===== src/rtl/alarm_clock_pkg.sv =====
// Shared BCD time types, digit limits and the load-validation helper for the alarm clock.
package alarm_clock_pkg;

  typedef logic [3:0] bcd_digit_t;

  typedef struct packed {
    bcd_digit_t ms_hr;
    bcd_digit_t ls_hr;
    bcd_digit_t ms_min;
    bcd_digit_t ls_min;
  } bcd_time_t;

  localparam bcd_digit_t MAX_LS_DIGIT = 4'd9;
  localparam bcd_digit_t MAX_MS_MIN   = 4'd5;
  localparam bcd_digit_t NOKEY        = 4'd10;

  // True when every digit is decimal, minutes are below 60 and hours fit the day length.
  function automatic logic bcd_time_valid(input bcd_time_t t, input int unsigned hours_per_day);
    int unsigned hours;
    hours = ({28'd0, t.ms_hr} * 32'd10) + {28'd0, t.ls_hr};
    return (t.ms_hr  <= MAX_LS_DIGIT) &&
           (t.ls_hr  <= MAX_LS_DIGIT) &&
           (t.ms_min <= MAX_MS_MIN)   &&
           (t.ls_min <= MAX_LS_DIGIT) &&
           (hours < hours_per_day);
  endfunction

endpackage


===== src/rtl/bcd_minute_incr.sv =====
// Combinational next-minute logic for a BCD HH:MM time, wrapping at HOURS_PER_DAY.
module bcd_minute_incr
  import alarm_clock_pkg::*;
#(
  parameter int unsigned HOURS_PER_DAY = 24
) (
  input  bcd_time_t cur,
  output bcd_time_t nxt
);

  localparam bcd_digit_t LAST_MS_HR = bcd_digit_t'((HOURS_PER_DAY - 1) / 10);
  localparam bcd_digit_t LAST_LS_HR = bcd_digit_t'((HOURS_PER_DAY - 1) % 10);

  always_comb begin
    nxt = cur;
    if (cur.ls_min != MAX_LS_DIGIT) begin
      nxt.ls_min = cur.ls_min + 4'd1;
    end else begin
      nxt.ls_min = 4'd0;
      if (cur.ms_min != MAX_MS_MIN) begin
        nxt.ms_min = cur.ms_min + 4'd1;
      end else begin
        nxt.ms_min = 4'd0;
        // Last hour of the day rolls to midnight before the ordinary BCD carry.
        if (cur.ms_hr == LAST_MS_HR && cur.ls_hr == LAST_LS_HR) begin
          nxt.ms_hr = 4'd0;
          nxt.ls_hr = 4'd0;
        end else if (cur.ls_hr == MAX_LS_DIGIT) begin
          nxt.ms_hr = cur.ms_hr + 4'd1;
          nxt.ls_hr = 4'd0;
        end else begin
          nxt.ls_hr = cur.ls_hr + 4'd1;
        end
      end
    end
  end

endmodule


===== src/rtl/clock_time_keeper.sv =====
// Current-time and alarm-time registers with minute advance and latched alarm indicator.
module clock_time_keeper
  import alarm_clock_pkg::*;
#(
  parameter int unsigned HOURS_PER_DAY = 24
) (
  input  logic        clock,
  input  logic        reset,
  input  logic        one_minute,
  input  logic        reset_count,
  input  logic        load_new_c,
  input  logic        load_new_a,
  input  logic        alarm_button,
  input  logic [15:0] new_time,
  output logic [15:0] current_time,
  output logic [15:0] alarm_time,
  output logic        sound_alarm
);

  bcd_time_t cur_q;
  bcd_time_t alarm_q;
  bcd_time_t cur_next_min;
  bcd_time_t new_bcd;
  logic      ticked;
  logic      new_ok;
  logic      load_c_ok;
  logic      load_a_ok;
  logic      tick_ok;

  assign new_bcd   = bcd_time_t'(new_time);
  assign new_ok    = bcd_time_valid(new_bcd, HOURS_PER_DAY);
  assign load_c_ok = load_new_c && new_ok;
  assign load_a_ok = load_new_a && new_ok;
  // Any load_new_c strobe, even a rejected one, swallows the tick.
  assign tick_ok   = one_minute && !reset_count && !load_new_c;

  bcd_minute_incr #(
    .HOURS_PER_DAY(HOURS_PER_DAY)
  ) u_incr (
    .cur(cur_q),
    .nxt(cur_next_min)
  );

  always_ff @(posedge clock or negedge reset) begin
    if (!reset) begin
      cur_q       <= '0;
      alarm_q     <= '0;
      ticked      <= 1'b0;
      sound_alarm <= 1'b0;
    end else begin
      if (load_c_ok) begin
        cur_q <= new_bcd;
      end else if (tick_ok) begin
        cur_q <= cur_next_min;
      end
      if (load_a_ok) begin
        alarm_q <= new_bcd;
      end
      ticked <= tick_ok;
      if (load_a_ok || alarm_button) begin
        sound_alarm <= 1'b0;
      end else if (ticked && (cur_q == alarm_q)) begin
        sound_alarm <= 1'b1;
      end
    end
  end

  assign current_time = cur_q;
  assign alarm_time   = alarm_q;

endmodule


===== config.mk =====
export PLATFORM = sky130hd
export DESIGN_NAME = clock_time_keeper
export DESIGN_NICKNAME = d
export VERILOG_FILES = /design/src/rtl/alarm_clock_pkg.sv /design/src/rtl/bcd_minute_incr.sv /design/src/rtl/clock_time_keeper.sv
export SDC_FILE = /design/constraint.sdc
export NUM_CORES = 1
export LEC_CHECK = 0
export ABC_AREA = 1
export BUFFER_PORTS_ARGS = -buffer_cell sky130_fd_sc_hd__buf_2
export CORE_MARGIN = 3
export CORE_UTILIZATION = 45
export DETAILED_ROUTE_END_ITERATION = 6
export PLACE_DENSITY_LB_ADDON = 0.08
export SYNTH_ARGS = -nofsm -noshare
export SYNTH_HDL_FRONTEND = slang
export SYNTH_SLANG_ARGS = --single-unit
export TNS_END_PERCENT = 1

===== constraint.sdc =====
create_clock -name clock -period 3.67 [get_ports clock]
set_clock_uncertainty 0.15 [all_clocks]
set_input_delay 0.367 -clock clock [delete_from_list [all_inputs] [get_ports clock]]
set_output_delay 0.367 -clock clock [all_outputs]
set_load 0.1 [all_outputs]

==> results.py, run 1 <==
metrics = {
    "outcome": {
        "status": "finished, violations left",
        "violations": "negative hold slack",
    },
    "sta": {
        "clock.fmax_mhz": 363,
        "hold_violations": 3,
        "fin_crit_ps": 2760,
        "rsz0062_at_grt": "no",
        "finalMaxSlewViolations": 0,
        "relSlewSlack_pct": 48.9,
        "setup_tns_ps": 0,
        "hold_slack_ps": -1.40,
        "tightest_slew_ps": 767,
        "min_period_over_period_pct": 75.1,
        "setup_viol": 0,
        "worst_slack_ps": 913,
    },
    "synthesis": {
        "synth_nets": 338,
        "synthArstFlopShare_pct": 100,
        "ys_ff_latch": 34,
        "synth_most_common_cell": "nand2_1",
        "synthFlopType": "dfrtp_1",
        "synth_top_cell_area_share_pct": 37.5,
        "syn_area_mm2": 0.00227,
        "synth_enable_flop_cells": 0,
        "synthCells": 304,
        "ys_types": 30,
        "synth.largest_area_cell": "dfrtp_1",
        "ys_seq_area_share_pct": 37.5,
        "yosysWarnings": 0,
        "synth_commonest_cells": "nand2_1 (82), inv_1 (41), dfrtp_1 (34)",
        "synthTopCellsByArea": "dfrtp_1 (38%), nand2_1 (14%), inv_1 (6.8%)",
        "syn_area_per_cell_um2": 7.46,
    },
    "detailed_routing": {
        "viasPerCell": 4.94,
        "vias": 2111,
        "antenna_left": 0,
        "drc": 0,
        "post_drt_wl_per_cell_um": 13.3,
        "drtIter0Drc": 101,
        "wirelength_um": 5680,
        "dr.pass1.iters": 4,
    },
    "cells_and_area": {
        "fin_nets": 394,
        "area_delta_synth_final_pct": 17.3,
        "final_area_mm2": 0.00266,
        "drive_above_1_share_pct": 22.2,
        "nFillCells": 475,
        "diodes": 0,
    },
    "clock_network": {
        "cts_num_sinks": 34,
        "htreeDepth": 2,
        "cts-buffers-inserted": 5,
        "ctsResizeCount": 0,
        "clock_latency_ps": 290,
        "cts_hold_buf": 0,
        "path_clk_slew_ps": 70,
        "cts_tree": "yes",
        "postCtsSetupBuffers": 0,
        "cts.path.max_buffers": 2,
        "cts_root_buf": "clkbuf_8",
    },
    "floorplan": {
        "coreArea_mm2": 0.00479,
        "die_area_mm2": 0.00593,
        "die_w_um": 77,
        "num_rows": 25,
        "boundaryPins": 56,
        "start_util_pct": 47.4,
        "die-height_um": 77,
    },
    "worst_setup_path": {
        "worst_ep_arrival_time_ps": 2780,
        "end_kind": "flop",
        "cp_max_fo": 28,
        "crit_type": "primary input to flop",
        "path_common_cell": "nor2_1",
        "slowest_delay_ps": 440,
        "crit_chain": "buf_2 > ha_1 > ha_1 > fa_1 > nor2_1 > nand2_1 > nor2_1 > nand2_1 > nor2_4 > nand3_4 > nand3_1 > nand2_2 > nor2_1 > nor2_1",
        "cp-start-kind": "primary input",
        "worstPathRequired_ps": 3700,
        "slowest_stage": "fa_1",
    },
    "placed_design": {
        "place.gp.congestion": 0.902,
        "post-dp-hpwl_um": 4310,
        "place_worst_setup_slack_ps": 586,
        "io_buffers": 55,
        "placed_cell_area_mm2": 0.00258,
    },
    "pwr": {
        "seqPwrFrac_pct": 30.4,
        "power_density_mw_per_mm2": 669,
        "p_clk_share_pct": 14.9,
        "vdd_ir_drop_max_mv": 0.639,
        "switching_share_pct": 57.0,
        "power.leakage_nw": 1.47,
        "intPower_uw": 766,
        "switchingPower_mw": 1.01,
        "combPwrFrac_pct": 54.8,
    },
    "job": {
        "drv_cap": 0,
    },
    "global_routing": {
        "grtUsageTotal_pct": 20.5,
        "antenna_found_initial": 0,
        "grt_pass1_wl_um": 9670,
        "grt-ovfl-total": 0,
        "grt_max_degree": 35,
        "grt_pass1_vias": 2007,
    },
    "hold_path": {
        "hold_path_class": "primary input to asynchronous set/reset pin",
    },
}
-- flip-flops by register name, summed over array words and instances (netlist names) --
name,count
sound_alarm,1
current_time,16
ticked,1
alarm_time,16
-- routing by layer --
metal,wire (um),up-vias,part of all wire (%),global-route usage (%)
li1,-,1080,-,-
met1,2790,960,49,28.5
met2,2490,63,44,32.1
met3,322,8,5.7,4.46
met4,73,0,1.3,5.69
met5,0,-,0,0
-- cell usage in the layout (no fill, tap or decap), drive strengths merged --
cell type / n
or2: 2
a22oi: 1
ha: 10
o21ai: 33
clkbuf: 7
nand4: 3
dfrtp: 34
xnor2: 7
a21oi: 5
nor3: 5
nand3: 19
o211ai: 3
o22ai: 4
o2111ai: 1
fa: 1
buf: 56
xor2: 8
nor2: 30
nor4: 1
nand2: 87
inv: 43
-- power by group through the flow --
stage | Clock (mW) | Combinational (mW) | Sequential [mW]
floorplan | 0 | 0.256 | 1.08
global placement | 0 | 0.976 | 0.545
global route | 0.289 | 1.03 | 0.553
CTS | 0.273 | 0.979 | 0.540
finish | 0.264 | 0.975 | 0.540
detailed placement | 0 | 0.976 | 0.546
-- logic make-up after synthesis --
kind of cell / share of synthesized area, %
compound gates: 12.4
xor+xnor: 5.79
fa+ha+maj: 6.40
buf+inv: 9.38
flops: 37.5
simple gates: 28.5
-- through the flow --
| step | hold slack (ps) | util [%] | std cells | power, mW |
|---|---|---|---|---|
| final | -1.40 | 55.6 | 427 | 1.78 |
| after global routing | 74.3 | 55.6 | 427 | 1.87 |
| after CTS | 40.9 | 55.6 | 427 | 1.79 |
| after detailed placement | 344 | 54.0 | 420 | 1.52 |
| after global placement | 346 | 54.0 | 420 | 1.52 |
| after floorplan | -78.6 | - | 304 | 1.34 |
-- final timing paths --
kind	start	endpoint	slack [ps]	cells after the start
min	reset	sound_alarm	-1	1
max in group asynchronous	reset	current_time[15]	2880	1
min reg2reg	sound_alarm	sound_alarm	360	2
max	new_time[13]	current_time[15]	910	14
max reg2reg	current_time[0]	current_time[15]	1930	7
min in group clock	new_time[4]	alarm_time[4]	140	3
-- final cells by class --
type / count / area (um^2) / share of cell area (%)
Timing Repair Buffer: 56 / 283 / 10.6
Sequential cell: 34 / 851 / 32.0
Multi-Input combinational cell: 220 / 1200 / 45.3
Clock buffer: 7 / 76.3 / 2.87
Inverter: 43 / 161 / 6.07
Tap cell: 67 / 83.8 / 3.15
-- critical path, delay by kind of cell --
kind	cells	cell delay, ps
adder cells (fa/ha/maj)	3	970
AND/OR/NAND/NOR	10	1310
buffers and inverters	1	120
(Power assumes the default switching activity.)
==> run 2: changes to the inputs <==
==> constraint.sdc (replaced) <==
create_clock -name clock -period 2.5 [get_ports clock]
set_clock_uncertainty 0.15 [all_clocks]
set_input_delay 0.25 -clock clock [delete_from_list [all_inputs] [get_ports clock]]
set_output_delay 0.25 -clock clock [all_outputs]
set_load 0.1 [all_outputs]
==> results.py, run 2 (synthesis results as in run 1) <==
metrics = {
    "worst_setup_path": {
        "r2r.worst_path.cells": 10,
        "worst_ep_arrival_time_ps": 2420,
        "slowest_delay_ps": 420,
        "cp_num_buf_inv": 2,
        "worst_r2r_endpoint": "current_time[12]",
        "end_kind": "flop",
        "r2r_start": "current_time[8]",
        "path_common_cell": "nor2_1",
        "cp-start-kind": "primary input",
        "crit_chain": "buf_2 > ha_1 > ha_1 > fa_1 > nor2_1 > nand2_1 > nor2_1 > nand2_1 > nor2_4 > buf_12 > nand3_4 > o21ai_4 > nand2_2 > nor2_1 > nor2_1",
        "cp_top_family": "adder cells",
        "cp_max_fo": 7,
        "crit_type": "primary input to flop",
        "worstPathRequired_ps": 2530,
        "slowest_stage": "fa_1",
        "r2r_slack_ps": 720,
    },
    "sta": {
        "hold_violations": 0,
        "clock.fmax_mhz": 418,
        "relSlewSlack_pct": 46.6,
        "tightest_slew_ps": 800,
        "rsz0062_at_grt": "yes",
        "fin_crit_ps": 2390,
        "finalMaxSlewViolations": 0,
        "hold_slack_ps": 30.7,
        "worst_slack_ps": 108,
        "setup_viol": 0,
        "min_period_over_period_pct": 95.7,
        "setup_tns_ps": 0,
    },
    "detailed_routing": {
        "drtIter0Drc": 114,
        "wl_met3_um": 449,
        "antenna_left": 0,
        "maxUsedRoutingLayer": "met4",
        "vias": 2181,
        "wl_met1_um": 2750,
        "drc": 0,
        "wirelength_um": 5900,
        "post_drt_wl_per_cell_um": 13.2,
        "dr_wl_met2_um": 2630,
        "dr.pass1.iters": 4,
        "viasPerCell": 4.89,
    },
    "cells_and_area": {
        "ff_latch_area_um2": 851,
        "layout_common_cells": "nand2_1 (82), buf_2 (55), inv_1 (41)",
        "final_area_mm2": 0.00285,
        "diodes": 0,
        "fin_nets": 414,
        "area_delta_synth_final_pct": 25.4,
        "stdcell_count": 446,
        "final_common_cell": "nand2_1",
        "drive_above_1_share_pct": 26.4,
        "fin_util_pct": 59.5,
        "nFillCells": 474,
        "multi_input_area_mm2": 0.00122,
    },
    "placed_design": {
        "place.gp.congestion": 0.823,
        "placed_cell_area_mm2": 0.00271,
        "post-dp-hpwl_um": 4470,
        "place_worst_setup_slack_ps": -209,
        "io_buffers": 55,
        "placed_cells": 437,
    },
    "global_routing": {
        "grt_pass1_wl_um": 9590,
        "grt-ovfl-total": 0,
        "grt_max_degree": 35,
        "antenna_found_initial": 0,
        "grt_pass1_vias": 1945,
        "grtUsageTotal_pct": 20.3,
    },
    "job": {
        "drv_cap": 0,
    },
    "floorplan": {
        "start_util_pct": 47.4,
        "boundaryPins": 56,
        "die-height_um": 77,
        "die_area_mm2": 0.00593,
        "num_rows": 25,
        "coreArea_mm2": 0.00479,
        "die_w_um": 77,
    },
    "hold_path": {
        "hold_path_class": "primary input to flop",
        "whs_path_depth": 2,
        "hold_end": "ticked",
        "hp-start": "reset_count",
    },
    "pwr": {
        "power.leakage_nw": 1.57,
        "power.total_mw": 2.64,
        "power_density_mw_per_mm2": 928,
        "vdd_ir_drop_max_mv": 0.820,
    },
    "clock_network": {
        "clock_latency_ps": 280,
        "cts.path.max_buffers": 2,
        "cts_tree": "yes",
        "path_clk_slew_ps": 70,
        "cts_num_sinks": 34,
        "cts_root_buf": "clkbuf_8",
        "htreeDepth": 2,
        "cts-buffers-inserted": 5,
    },
    "outcome": {
        "status": "finished clean",
    },
}
==> run 2: cell count changes in the layout (fill, tap and decap cells not counted) <==
cell / before / now
buf_4: 1 / 17
dlygate4sd3_1: 0 / 1
o21ai_1: 1 / 2
buf_6: 0 / 1
o21ai_0: 28 / 27
clkbuf_8: 5 / 6
nand3_4: 1 / 2
clkbuf_1: 2 / 0
buf_12: 0 / 1
==> run 2: worst max-delay path by stage <==
stage,from,to,slack [ps],depth (start not counted)
after detailed placement,new_time[13],current_time[12],-210,15
after floorplan,new_time[13],current_time[15],100,14
after global placement,new_time[13],current_time[10],-160,14
after CTS,new_time[13],current_time[12],100,15
after global routing,new_time[13],current_time[8],-50,14
final,new_time[13],current_time[12],110,15
==> run 2: area by class of cell <==
cell class	count	area share, %
Multi-Input combinational cell	221	43.0
Sequential cell	34	29.9
Timing Repair Buffer	75	15.6
Inverter	43	5.67
Tap cell	67	2.95
Clock buffer	6	2.90
==> run 2: repair_timing <==
action / CTS / global route
setup buffers: 0 / 1
endpoints found under the hold margin: 34 / 0
setup endpoints to repair: 0 / 8
hold buffers: 1 / 0
gates resized for setup: 0 / 3
==> run 2: report_power, final <==
group | switching, mW | total, mW | internal [mW]
Clock | 0.190 | 0.402 | 0.212
Combinational | 1.17 | 1.45 | 0.278
Sequential | 0.128 | 0.792 | 0.663
Total | 1.49 | 2.64 | 1.15
==> run 2: routing by layer <==
metal / vias up / track usage (%)
met3: 7 / 3.87
li1: 1119 / -
met2: 71 / 31.5
met5: - / 0
met4: 0 / 6.41
met1: 984 / 28.5
==> run 3: changes to the inputs <==
--- a/config.mk
+++ b/config.mk
@@ -8,7 +8,7 @@
 export ABC_AREA = 1
 export BUFFER_PORTS_ARGS = -buffer_cell sky130_fd_sc_hd__buf_2
 export CORE_MARGIN = 3
-export CORE_UTILIZATION = 45
+export CORE_UTILIZATION = 48
 export DETAILED_ROUTE_END_ITERATION = 6
 export PLACE_DENSITY_LB_ADDON = 0.08
 export SYNTH_ARGS = -nofsm -noshare
==> results.py, run 3 (synthesis results as in run 1) <==
metrics = {
    "placed_design": {
        "io_buffers": 55,
        "place.gp.congestion": 0.815,
        "place_worst_setup_slack_ps": -178,
        "post-dp-hpwl_um": 4520,
        "placed_cells": 418,
    },
    "worst_setup_path": {
        "cp-endpoint": "current_time[8]",
        "cp_max_fo": 6,
        "r2r_start": "current_time[8]",
        "slowest_delay_ps": 420,
        "crit_chain": "buf_2 > ha_1 > ha_1 > fa_1 > nor2_1 > nand2_1 > nor2_1 > nand2_1 > nor2_4 > nand3_4 > nand2_1 > nand2_2 > o21ai_0 > nand2_1",
        "path_common_cell": "nand2_1",
        "crit_type": "primary input to flop",
        "cp_num_buf_inv": 1,
        "r2r.worst_path.cells": 10,
        "worst_ep_arrival_time_ps": 2370,
        "worstPathRequired_ps": 2530,
        "cp-start-kind": "primary input",
        "end_kind": "flop",
        "r2r_slack_ps": 740,
        "worst_r2r_endpoint": "current_time[13]",
        "cp_top_family": "adder cells",
        "slowest_stage": "fa_1",
        "cp_num_cells": 14,
        "setup.worst_path.start": "new_time[13]",
    },
    "outcome": {
        "status": "finished clean",
    },
    "detailed_routing": {
        "drc": 0,
        "wirelength_um": 5860,
        "dr.pass1.iters": 4,
        "viasPerCell": 5.11,
        "vias": 2193,
        "antenna_left": 0,
        "drtIter0Drc": 107,
        "post_drt_wl_per_cell_um": 13.7,
    },
    "sta": {
        "finalMaxSlewViolations": 0,
        "relSlewSlack_pct": 47.6,
        "min_period_over_period_pct": 93.4,
        "setup_viol": 0,
        "fin_crit_ps": 2330,
        "rsz0062_at_grt": "yes",
        "tightest_slew_ps": 785,
        "clock.fmax_mhz": 428,
        "hold_violations": 0,
        "worst_slack_ps": 166,
    },
    "pwr": {
        "power.total_mw": 2.67,
        "power.leakage_nw": 1.56,
        "vdd_ir_drop_max_mv": 0.695,
        "power_density_mw_per_mm2": 951,
    },
    "floorplan": {
        "die_area_mm2": 0.00559,
        "die_w_um": 74.7,
        "coreArea_mm2": 0.00444,
        "start_util_pct": 51.0,
        "die-height_um": 74.7,
        "boundaryPins": 56,
        "num_rows": 24,
    },
    "cells_and_area": {
        "layout_common_cells": "nand2_1 (82), buf_2 (55), inv_1 (41)",
        "area_delta_synth_final_pct": 23.5,
        "diodes": 0,
        "drive_above_1_share_pct": 25.7,
        "stdcell_count": 429,
        "fin_nets": 410,
        "final_common_cell": "nand2_1",
        "fin_util_pct": 63.0,
    },
    "hold_path": {
        "hp-start": "new_time[4]",
        "hold_path_class": "primary input to flop",
    },
    "global_routing": {
        "grt-ovfl-total": 0,
        "antenna_found_initial": 0,
        "grt_max_degree": 35,
        "grtUsageTotal_pct": 22.7,
        "grt_pass1_wl_um": 9510,
        "grt_pass1_vias": 1950,
    },
    "clock_network": {
        "cts_num_sinks": 34,
        "cts.path.max_buffers": 2,
        "cts-buffers-inserted": 5,
        "htreeDepth": 2,
        "clock_latency_ps": 290,
        "path_clk_slew_ps": 70,
        "cts_tree": "yes",
        "cts_root_buf": "clkbuf_8",
    },
    "job": {
        "drv_cap": 0,
    },
}
-- run 3: cell types whose count changed in the layout (fill, tap and decap cells not counted), sizes merged --
cell | before | now
clkinv | 0 | 1
buf | 74 | 70
clkbuf | 6 | 7
-- run 3: how the worst min path moves through the flow --
stage	to	cells after the start
2_1_floorplan	alarm_time[0]	0
3_3_place_gp	alarm_time[4]	1
3_5_place_dp	alarm_time[4]	1
4_1_cts	ticked	2
5_1_grt	ticked	2
6_report	alarm_time[4]	3
-- run 3: area by class of cell --
type,instances,area (um^2)
clock buffer,7,86.3
clock inverter,1,5.00
fill,423,1640
inverter,43,161
multi-input combinational,221,1220
sequential,34,851
tap,52,65.1
timing repair buffer,71,410
-- run 3: what timing repair did --
action | in CTS | in global routing
resized for setup | 0 | 3
endpoints found under the hold margin | 34 | 0
endpoints found under the setup margin | 0 | 7
hold buffers | 1 | 0
setup buffers | 0 | 1
-- run 3: power breakdown --
part           switching, mW  internal, mW  leakage [nW]
clock                  0.207         0.222        0.0482
sequential             0.130         0.663         0.439
combinational           1.17         0.277          1.07
-- run 3: worst register-to-register path, stage by stage, from the launching register on --
cell and delay, ps:
dfrtp_1 490, ha_1 230, nand2_1 80, nor2_1 100, nand3_1 100, inv_1 170
nor2_1 60, nand2_1 80, o21ai_2 50, nor2_1 90, nor2_1 50
-- run 3: routing by layer --
metal / routed length (um) / track usage (%) / part of all wire, %
met1: 2840 / 32.4 / 49
met2: 2640 / 35.3 / 45
met3: 313 / 4.27 / 5.3
met4: 65 / 6.52 / 1.1
met5: 0 / 0 / 0
-- run 3: stage by stage --
| stage | cell area, um^2 | setup TNS [ps] | hold WS, ps |
|---|---|---|---|
| global placement | 2680 | -1740 | 223 |
| finish | 2800 | 0 | 13.1 |
| global route | 2800 | -8.72 | 21.0 |
| CTS | 2780 | 0 | 5.13 |
| detailed placement | 2680 | -2390 | 228 |
| floorplan | 2270 | 0 | -196 |
